===== src/rtl/al_accel_idemux_ctrl_if.sv =====
// Beat stream and demux-side signals of the input demux sequencer.
// The master drives beats in and observes row select, strobe and column address.
interface al_accel_idemux_ctrl_if #(
    parameter int CNT_W = 5
);
    logic             in_valid;
    logic             in_ready;
    logic [1:0]       idemux_sel;
    logic [2:0]       row_wr_en;
    logic [CNT_W-1:0] col_addr;

    modport master (
        output in_valid,
        input  in_ready,
        input  idemux_sel,
        input  row_wr_en,
        input  col_addr
    );

    modport slave (
        input  in_valid,
        output in_ready,
        output idemux_sel,
        output row_wr_en,
        output col_addr
    );
endinterface


===== src/rtl/al_accel_idemux_ctrl.sv =====
// Input demux sequencer: loads three row buffers from a 3-byte beat stream,
// then holds the window-ready flag until the compute engine consumes it.
module al_accel_idemux_ctrl #(
    parameter int ROW_LEN = 32,
    parameter int CNT_W   = 5
) (
    input  logic                    clk,
    input  logic                    rst,
    input  logic                    ctrl_start,
    input  logic                    ctrl_abort,
    input  logic                    win_consume,
    output logic                    win_ready,
    output logic                    ctrl_busy,
    output logic                    ctrl_done,
    al_accel_idemux_ctrl_if.slave   dmx
);

    typedef enum logic [1:0] {
        IDLE = 2'd0,
        LOAD = 2'd1,
        FULL = 2'd2
    } state_t;

    localparam logic [CNT_W-1:0] LAST_COL = CNT_W'(ROW_LEN - 1);

    state_t           state_r;
    logic [1:0]       sel_r;
    logic [CNT_W-1:0] col_r;
    logic             in_ready_r;
    logic             win_ready_r;
    logic             busy_r;
    logic             done_r;
    logic             in_ready_s;
    logic             beat_s;
    logic [2:0]       wr_en_s;

    // Abort gates the handshake combinationally so no beat lands in the abort cycle.
    always_comb begin
        in_ready_s = in_ready_r & ~ctrl_abort;
        beat_s     = dmx.in_valid & in_ready_s;
        wr_en_s    = 3'b000;
        if (beat_s) begin
            case (sel_r)
                2'd0:    wr_en_s = 3'b001;
                2'd1:    wr_en_s = 3'b010;
                2'd2:    wr_en_s = 3'b100;
                default: wr_en_s = 3'b000;
            endcase
        end else begin
            wr_en_s = 3'b000;
        end
    end

    // Sequencer state, row/column position and registered status flags.
    always_ff @(posedge clk or posedge rst) begin
        if (rst) begin
            state_r     <= IDLE;
            sel_r       <= 2'd0;
            col_r       <= '0;
            in_ready_r  <= 1'b0;
            win_ready_r <= 1'b0;
            busy_r      <= 1'b0;
            done_r      <= 1'b0;
        end else if (ctrl_abort) begin
            state_r     <= IDLE;
            sel_r       <= 2'd0;
            col_r       <= '0;
            in_ready_r  <= 1'b0;
            win_ready_r <= 1'b0;
            busy_r      <= 1'b0;
            done_r      <= 1'b0;
        end else begin
            done_r <= 1'b0;
            case (state_r)
                IDLE: begin
                    if (ctrl_start) begin
                        state_r    <= LOAD;
                        sel_r      <= 2'd0;
                        col_r      <= '0;
                        in_ready_r <= 1'b1;
                        busy_r     <= 1'b1;
                    end
                end
                LOAD: begin
                    if (beat_s) begin
                        if (col_r == LAST_COL) begin
                            col_r <= '0;
                            if (sel_r == 2'd2) begin
                                state_r     <= FULL;
                                sel_r       <= 2'd0;
                                in_ready_r  <= 1'b0;
                                win_ready_r <= 1'b1;
                            end else begin
                                sel_r <= sel_r + 2'd1;
                            end
                        end else begin
                            col_r <= col_r + {{(CNT_W-1){1'b0}}, 1'b1};
                        end
                    end
                end
                FULL: begin
                    if (win_consume) begin
                        state_r     <= IDLE;
                        win_ready_r <= 1'b0;
                        busy_r      <= 1'b0;
                        done_r      <= 1'b1;
                    end
                end
                default: begin
                    state_r     <= IDLE;
                    sel_r       <= 2'd0;
                    col_r       <= '0;
                    in_ready_r  <= 1'b0;
                    win_ready_r <= 1'b0;
                    busy_r      <= 1'b0;
                end
            endcase
        end
    end

    assign dmx.in_ready   = in_ready_s;
    assign dmx.row_wr_en  = wr_en_s;
    assign dmx.idemux_sel = sel_r;
    assign dmx.col_addr   = col_r;
    assign win_ready      = win_ready_r;
    assign ctrl_busy      = busy_r;
    assign ctrl_done      = done_r;

endmodule


===== src/flat_wrapper.sv =====
// flat-port wrapper written by rule: the top's interface ports become plain ports
module al_accel_idemux_ctrl_flat 
#(
    parameter int ROW_LEN = 32,
    parameter int CNT_W   = 5
)
  (clk, rst, ctrl_start, ctrl_abort, win_consume, win_ready, ctrl_busy, ctrl_done, dmx_in_valid, dmx_in_ready, dmx_idemux_sel, dmx_row_wr_en, dmx_col_addr);
  al_accel_idemux_ctrl_if #(.CNT_W(CNT_W)) dmx_i ();
  input  logic clk;
  input  logic rst;
  input  logic ctrl_start;
  input  logic ctrl_abort;
  input  logic win_consume;
  output logic win_ready;
  output logic ctrl_busy;
  output logic ctrl_done;
  input wire logic [$bits(dmx_i.in_valid)-1:0] dmx_in_valid;
  output wire logic [$bits(dmx_i.in_ready)-1:0] dmx_in_ready;
  output wire logic [$bits(dmx_i.idemux_sel)-1:0] dmx_idemux_sel;
  output wire logic [$bits(dmx_i.row_wr_en)-1:0] dmx_row_wr_en;
  output wire logic [$bits(dmx_i.col_addr)-1:0] dmx_col_addr;
  assign dmx_i.in_valid = dmx_in_valid;
  assign dmx_in_ready = dmx_i.in_ready;
  assign dmx_idemux_sel = dmx_i.idemux_sel;
  assign dmx_row_wr_en = dmx_i.row_wr_en;
  assign dmx_col_addr = dmx_i.col_addr;
  al_accel_idemux_ctrl #(.ROW_LEN(ROW_LEN), .CNT_W(CNT_W)) u_core (.clk(clk), .rst(rst), .ctrl_start(ctrl_start), .ctrl_abort(ctrl_abort), .win_consume(win_consume), .win_ready(win_ready), .ctrl_busy(ctrl_busy), .ctrl_done(ctrl_done), .dmx(dmx_i));
endmodule

===== config.mk =====
export PLATFORM = sky130hd
export DESIGN_NAME = al_accel_idemux_ctrl_flat
export DESIGN_NICKNAME = d
export VERILOG_FILES = /design/src/rtl/al_accel_idemux_ctrl_if.sv /design/src/rtl/al_accel_idemux_ctrl.sv /design/src/flat_wrapper.sv
export SDC_FILE = /design/constraint.sdc
export NUM_CORES = 1
export LEC_CHECK = 0
export CAP_MARGIN = 20
export CORE_AREA = 2 2 44 46
export CTS_BUF_LIST = sky130_fd_sc_hd__clkbuf_16
export DETAILED_ROUTE_END_ITERATION = 8
export DIE_AREA = 0 0 46 48
export PLACE_DENSITY = 0.8
export SETUP_SLACK_MARGIN = 0.1
export SLEW_MARGIN = 20
export SYNTH_ARGS = -nofsm -noshare
export SYNTH_HDL_FRONTEND = slang
export SYNTH_SLANG_ARGS = --single-unit
export TNS_END_PERCENT = 100

===== constraint.sdc =====
create_clock -name clk -period 2.85 [get_ports clk]
set_input_delay 0.57 -clock clk [delete_from_list [all_inputs] [get_ports clk]]
set_output_delay 0.57 -clock clk [all_outputs]
set_load 0.02 [all_outputs]

==> After elaboration in Yosys (flattened, before gate mapping) <==
Index checks and enable logic that the tools add are counted.
{ "word_totals": {"reg_bits": 13, "inputBits": 6, "out_inout_bits": 14, "wordCells": 70} }
{ "op_classes": {"add_sub_neg": 2, "n_eq_ne": 13, "n_mux": 37, "bitwise_logic": 3, "n_reduce_logical": 8} }
{ "ops": {"columns": ["operator", "count"], "rows": [
  ["$mux W2", 11],
  ["$mux W5", 4],
  ["$pmux W5 S3", 1],
  ["$reduce_and A5 Y1", 3],
  ["$mux W1", 14],
  ["$pmux W2 S3", 2],
  ["$ne A3 B2 Y1 const B", 3],
  ["$pmux W1 S3", 3],
  ["$pmux W3 S3", 1],
  ["$ne A2 B2 Y1 const B", 3],
  ["$ne A3 B3 Y1 const B", 2],
  ["$reduce_and A3 Y1", 2],
  ["$add A5 B1 Y5 const B", 1],
  ["$eq A5 B5 Y1 const B", 1],
  ["$eq A2 B1 Y1 const B", 2],
  ["$eq A2 B2 Y1 const B", 2],
  ["$logic_not A2 Y1", 2],
  ["$reduce_and A4 Y1", 1],
  ["$mux W3", 1],
  ["$add A2 B1 Y2 const B", 1],
  ["$and A1 B1 Y1", 2],
  ["$not A1 Y1", 1]
]} }

==> Longest topological paths before layout <==
{ "depth": {"depth_word": 6, "depth_mapped": 7, "ltp_nobuf": 7} }

==> Least setup slack after synthesis <==
Ideal clock, no wire load.
{ "synth_timing": {"path_kind": "reg2reg", "startpoint": "register u_core.col_r[0] (netlist: u_core.dmx.col_addr[0])", "endpoint": "register u_core.col_r[2] (netlist: u_core.dmx.col_addr[2])", "t_arrival_ns": 2.029, "required_ns": 2.770, "path_slack_ns": 0.741, "path_stages_with_launch": 7, "period_less_slack_ns": 2.109, "path_cell_list": "dfrtp_1 -> ha_1 -> and3_1 -> ha_1 -> or4b_4 -> or3_1 -> o211ai_2"} }
{ "synth_via": {"elab_chain_cells": 5, "word_cells_on_any_way": 6, "classes_between": "1 x add/sub; 1 x eq/ne; 4 x mux"} }
{ "synth_rtl": {"columns": ["item", "line_no", "rtl"], "rows": [
  ["start: declaration", "al_accel_idemux_ctrl.sv:28", "logic [CNT_W-1:0] col_r;"],
  ["start signal: assignment", "al_accel_idemux_ctrl.sv:97", "col_r <= col_r + {{(CNT_W-1){1'b0}}, 1'b1};"],
  ["$add A5 B1 Y5 / $eq A5 B5 Y1 (equally long branches)", "al_accel_idemux_ctrl.sv:97, al_accel_idemux_ctrl.sv:86", null],
  ["$mux W5 (*)", "al_accel_idemux_ctrl.sv:86", "if (col_r == LAST_COL) begin"],
  ["$mux W5 (*)", "al_accel_idemux_ctrl.sv:85", "if (beat_s) begin"],
  ["$pmux W5 S3 (*)", "al_accel_idemux_ctrl.sv:74", "case (state_r)"],
  ["$mux W5 (*)", "al_accel_idemux_ctrl.sv:64", "end else if (ctrl_abort) begin"]
]} }
Mark *: on every way between the ends. The rest lies on a longest branch, timed or not. The select of a mux whose other input is x is not followed.
A chain may end at the register's enable or synchronous reset.

==> Final worst setup path <==
{ "layout_timing": {"startpoint": "input port dmx_in_valid", "endpoint": "output port dmx_row_wr_en[2]"} }
{ "layout_via": {"elab_chain_cells": 2} }
{ "layout_rtl": {"columns": ["item", "line_no", "rtl"], "rows": [
  ["start: declaration", "flat_wrapper.sv:17", "input wire logic [$bits(dmx_i.in_valid)-1:0] dmx_in_valid;"],
  ["$and A1 B1 Y1", "al_accel_idemux_ctrl.sv:40", "beat_s = dmx.in_valid & in_ready_s;"],
  ["$mux W3", "al_accel_idemux_ctrl.sv:42", "if (beat_s) begin"],
  ["end: declaration", "flat_wrapper.sv:20", "output wire logic [$bits(dmx_i.row_wr_en)-1:0] dmx_row_wr_en;"]
]} }
Every way passes these cells.

==> results.cfg <==
[run_status]
status = finished clean

[cts]
insertion_delay_ns = 0.24
clock_sinks = 13
postCtsSetupBuffers = 0
clockBufferDepth = 2
numCtsBuffers = 3
path_clk_slew_ns = 0.04
h-tree-depth = 1
cts_tree = done
root_buffer = clkbuf_16

[timing]
slew_violations = 0
hold_viol = 0
fin_crit_ns = 2.64
worstMarginPinSlew_ns = 0.500
grt_setup_unrepaired = false
setup-violations-final = 0
min_period_over_period_pct = 92.6
finalClockSkew_ns = 0.00139
max_freq_mhz = 379
setup_tns_ns = 0
relSlewSlack_pct = 66.6

[synthesis]
synth_area_um2 = 751
syn_area_per_cell_um2 = 9.27
ys_top_cells_by_area = dfrtp_1, a31oi_1, nor2b_1, mux2i_1, ha_1
yosys.area.top_type_share_pct = 43.3
synthMuxAreaShare_pct = 4.00
ys_ff_latch = 13
synth_top_area_cell = dfrtp_1
synth-main-ff-cell = dfrtp_1
ys_types = 29
synth-simple-area-share_pct = 28.7
synth_top_family_by_area = simple AND/OR/NAND/NOR gates
ys_warn_count = 0
synth-edff-count = 0
synth_most_common_cell = dfrtp_1
synth_compound_area_share_pct = 14.3
synth_common_cells = dfrtp_1, inv_1, nor2_1
syn_inst = 81
yosysSeqAreaShare_pct = 43.3
synth_fa_ha_area_share_pct = 3.33
async_flop_share_pct = 100
synthXorXnorAreaFrac_pct = 0
synth_nets = 89

[global_routing]
grt.overflow.total = 0
grt_pass1_wl_um = 2790
grt_util_all_layers_pct = 18.0
antenna_found_initial = 0
grt_pass1_vias = 671
grt_max_degree = 14

[setup_path]
cpPeakStageDelay_ns = 0.65
path_max_fanout = 4
crit_chain = clkdlybuf4s50_1 -> nand2_1 -> nor4_1 -> clkdlybuf4s50_1
ff2ff_setup_slack_ns = 0.71
crit_type = input pin to primary output
cp.arrival_ns = 2.07
critPathRequiredTime_ns = 2.28
crit_top_cell = clkdlybuf4s50_1
worstSetupStartpointType = input pin
cp-end-kind = primary output
crit_family = buffers and inverters
critical_path_buf_inv_count = 2
crit_path_top_delay_cell = clkdlybuf4s50_1

[job]
max-cap-violations = 0

[die]
core-area_um2 = 1690
dieWidth_um = 46
std_cell_rows = 15
dieHeight_um = 48
die-area_um2 = 2210
ios = 20
start_util_pct = 44.4

[pwr]
peakVddDrop_uv = 266
leakagePower_nw = 0.452
power_density_nw_per_um2 = 488

[finish]
drive_above_1_share_pct = 8.74
diodes = 0
area_growth_pct = 38.2
final_nets = 112
fin_area_um2 = 1040
nFillCells = 137

[place]
port_buffers = 19
dpl_cell_area_um2 = 960
dpl.hpwl_um = 1200
place_congestion = 0.788

[hold_path]
min_path_type = flip-flop to flip-flop

[drt]
drc_errors = 0
postRouteAntennaNets = 0
drt-pass1-iter-count = 4
wl_per_cell_um = 14.6
via_count = 667
vias_per_cell = 5.56
drtIter0Drc = 16
routed_wl_um = 1750
worst paths after layout:
| kind | to | depth (start not counted) | from |
|---|---|---|---|
| hold reg to reg | u_core.ctrl_busy$_DFFE_PP0P_ | 2 | u_core.ctrl_busy$_DFFE_PP0P_ |
| hold / removal | u_core.ctrl_busy$_DFFE_PP0P_ | 2 | u_core.ctrl_busy$_DFFE_PP0P_ |
| min in group asynchronous | u_core.ctrl_busy$_DFFE_PP0P_ | 2 | rst |
| setup / recovery | dmx_row_wr_en[2] | 4 | dmx_in_valid |
| max in group asynchronous | u_core.state_r[0]$_DFFE_PP0P_ | 2 | rst |
| setup reg to reg | u_core.dmx.col_addr[3]$_DFFE_PP0P_ | 7 | u_core.dmx.col_addr[0]$_DFFE_PP0P_ |
per-layer routing:
metal	global-route usage, %	vias up	part of all wire (%)
li1	-	332	-
met1	19.8	312	44
met2	30.8	16	49
met3	2.64	7	2.9
met4	14.3	0	3.5
met5	0	-	0
state kept, by name (all words and copies together) (netlist names):
| register | flops |
|---|---|
| u_core.ctrl_busy | 1 |
| u_core.ctrl_done | 1 |
| u_core.dmx.col_addr | 5 |
| u_core.state_r | 2 |
| u_core.dmx.idemux_sel | 2 |
| u_core.in_ready_r | 1 |
| u_core.win_ready | 1 |
cell families after synthesis:
| family | after synthesis |
|---|---|
| adder cells (fa/ha/maj) | 2 |
| AND/OR/NAND/NOR | 36 |
| flip-flops | 13 |
| buffers and inverters | 10 |
| multiplexers | 3 |
| AO/OA/AOI/OAI | 17 |
cell type report:
cell class,instances,area (um^2),area share (%)
multi-input cells,58,378,36.4
flip-flops and latches,13,325,31.4
inverters,6,22.5,2.17
clock buffers,3,75.1,7.24
well taps,17,21.3,2.05
repair buffers,22,211,20.4
clock inverters,1,3.75,0.362
metrics by stage:
stage / hold WS, ns / setup slack [ns] / power [W] / util [%] / cells
after floorplan: 0.447 / 0.741 / 0.000227 / - / 81
after global placement: 0.505 / 0.185 / 0.000249 / 56.8 / 116
after detailed placement: 0.524 / 0.132 / 0.000250 / 56.8 / 116
after CTS: 0.530 / 0.220 / 0.000511 / 61.4 / 120
after global routing: 0.573 / 0.167 / 0.000525 / 61.4 / 120
final: 0.526 / 0.211 / 0.000506 / 61.4 / 120
report_power, final:
group | total, W | leakage [nW] | switching (W) | internal, W
combinational | 0.0000524 | 0.232 | 0.0000275 | 0.0000249
clock | 0.000258 | 0.0423 | 0.0000733 | 0.000185
sequential | 0.000196 | 0.178 | 0.00000643 | 0.000189
repair_timing:
action | CTS | global route
gates resized for setup | 1 | 0
hold buffers | 0 | 0
setup endpoints to repair | 1 | 0
hold endpoints to repair | 0 | 0
worst min-delay path: stages, from the launching register on:
cell,delay (ns)
dfrtp_1,0.34
a21oi_1,0.06
nor2_1,0.08
cell usage in the layout, fill, tap and decap left out, types with 3 or more instances in the layout:
cell	n
nand3_1	4
nor2_1	6
nand2_1	5
a31oi_1	5
clkdlybuf4s50_1	18
inv_1	7
a21oi_1	3
nor4_1	3
clkbuf_16	3
dfrtp_1	13
nand2b_1	3
buf_4	3
nor2b_1	5
mux2i_1	3
o21ai_0	5
(Power assumes the default switching activity.)
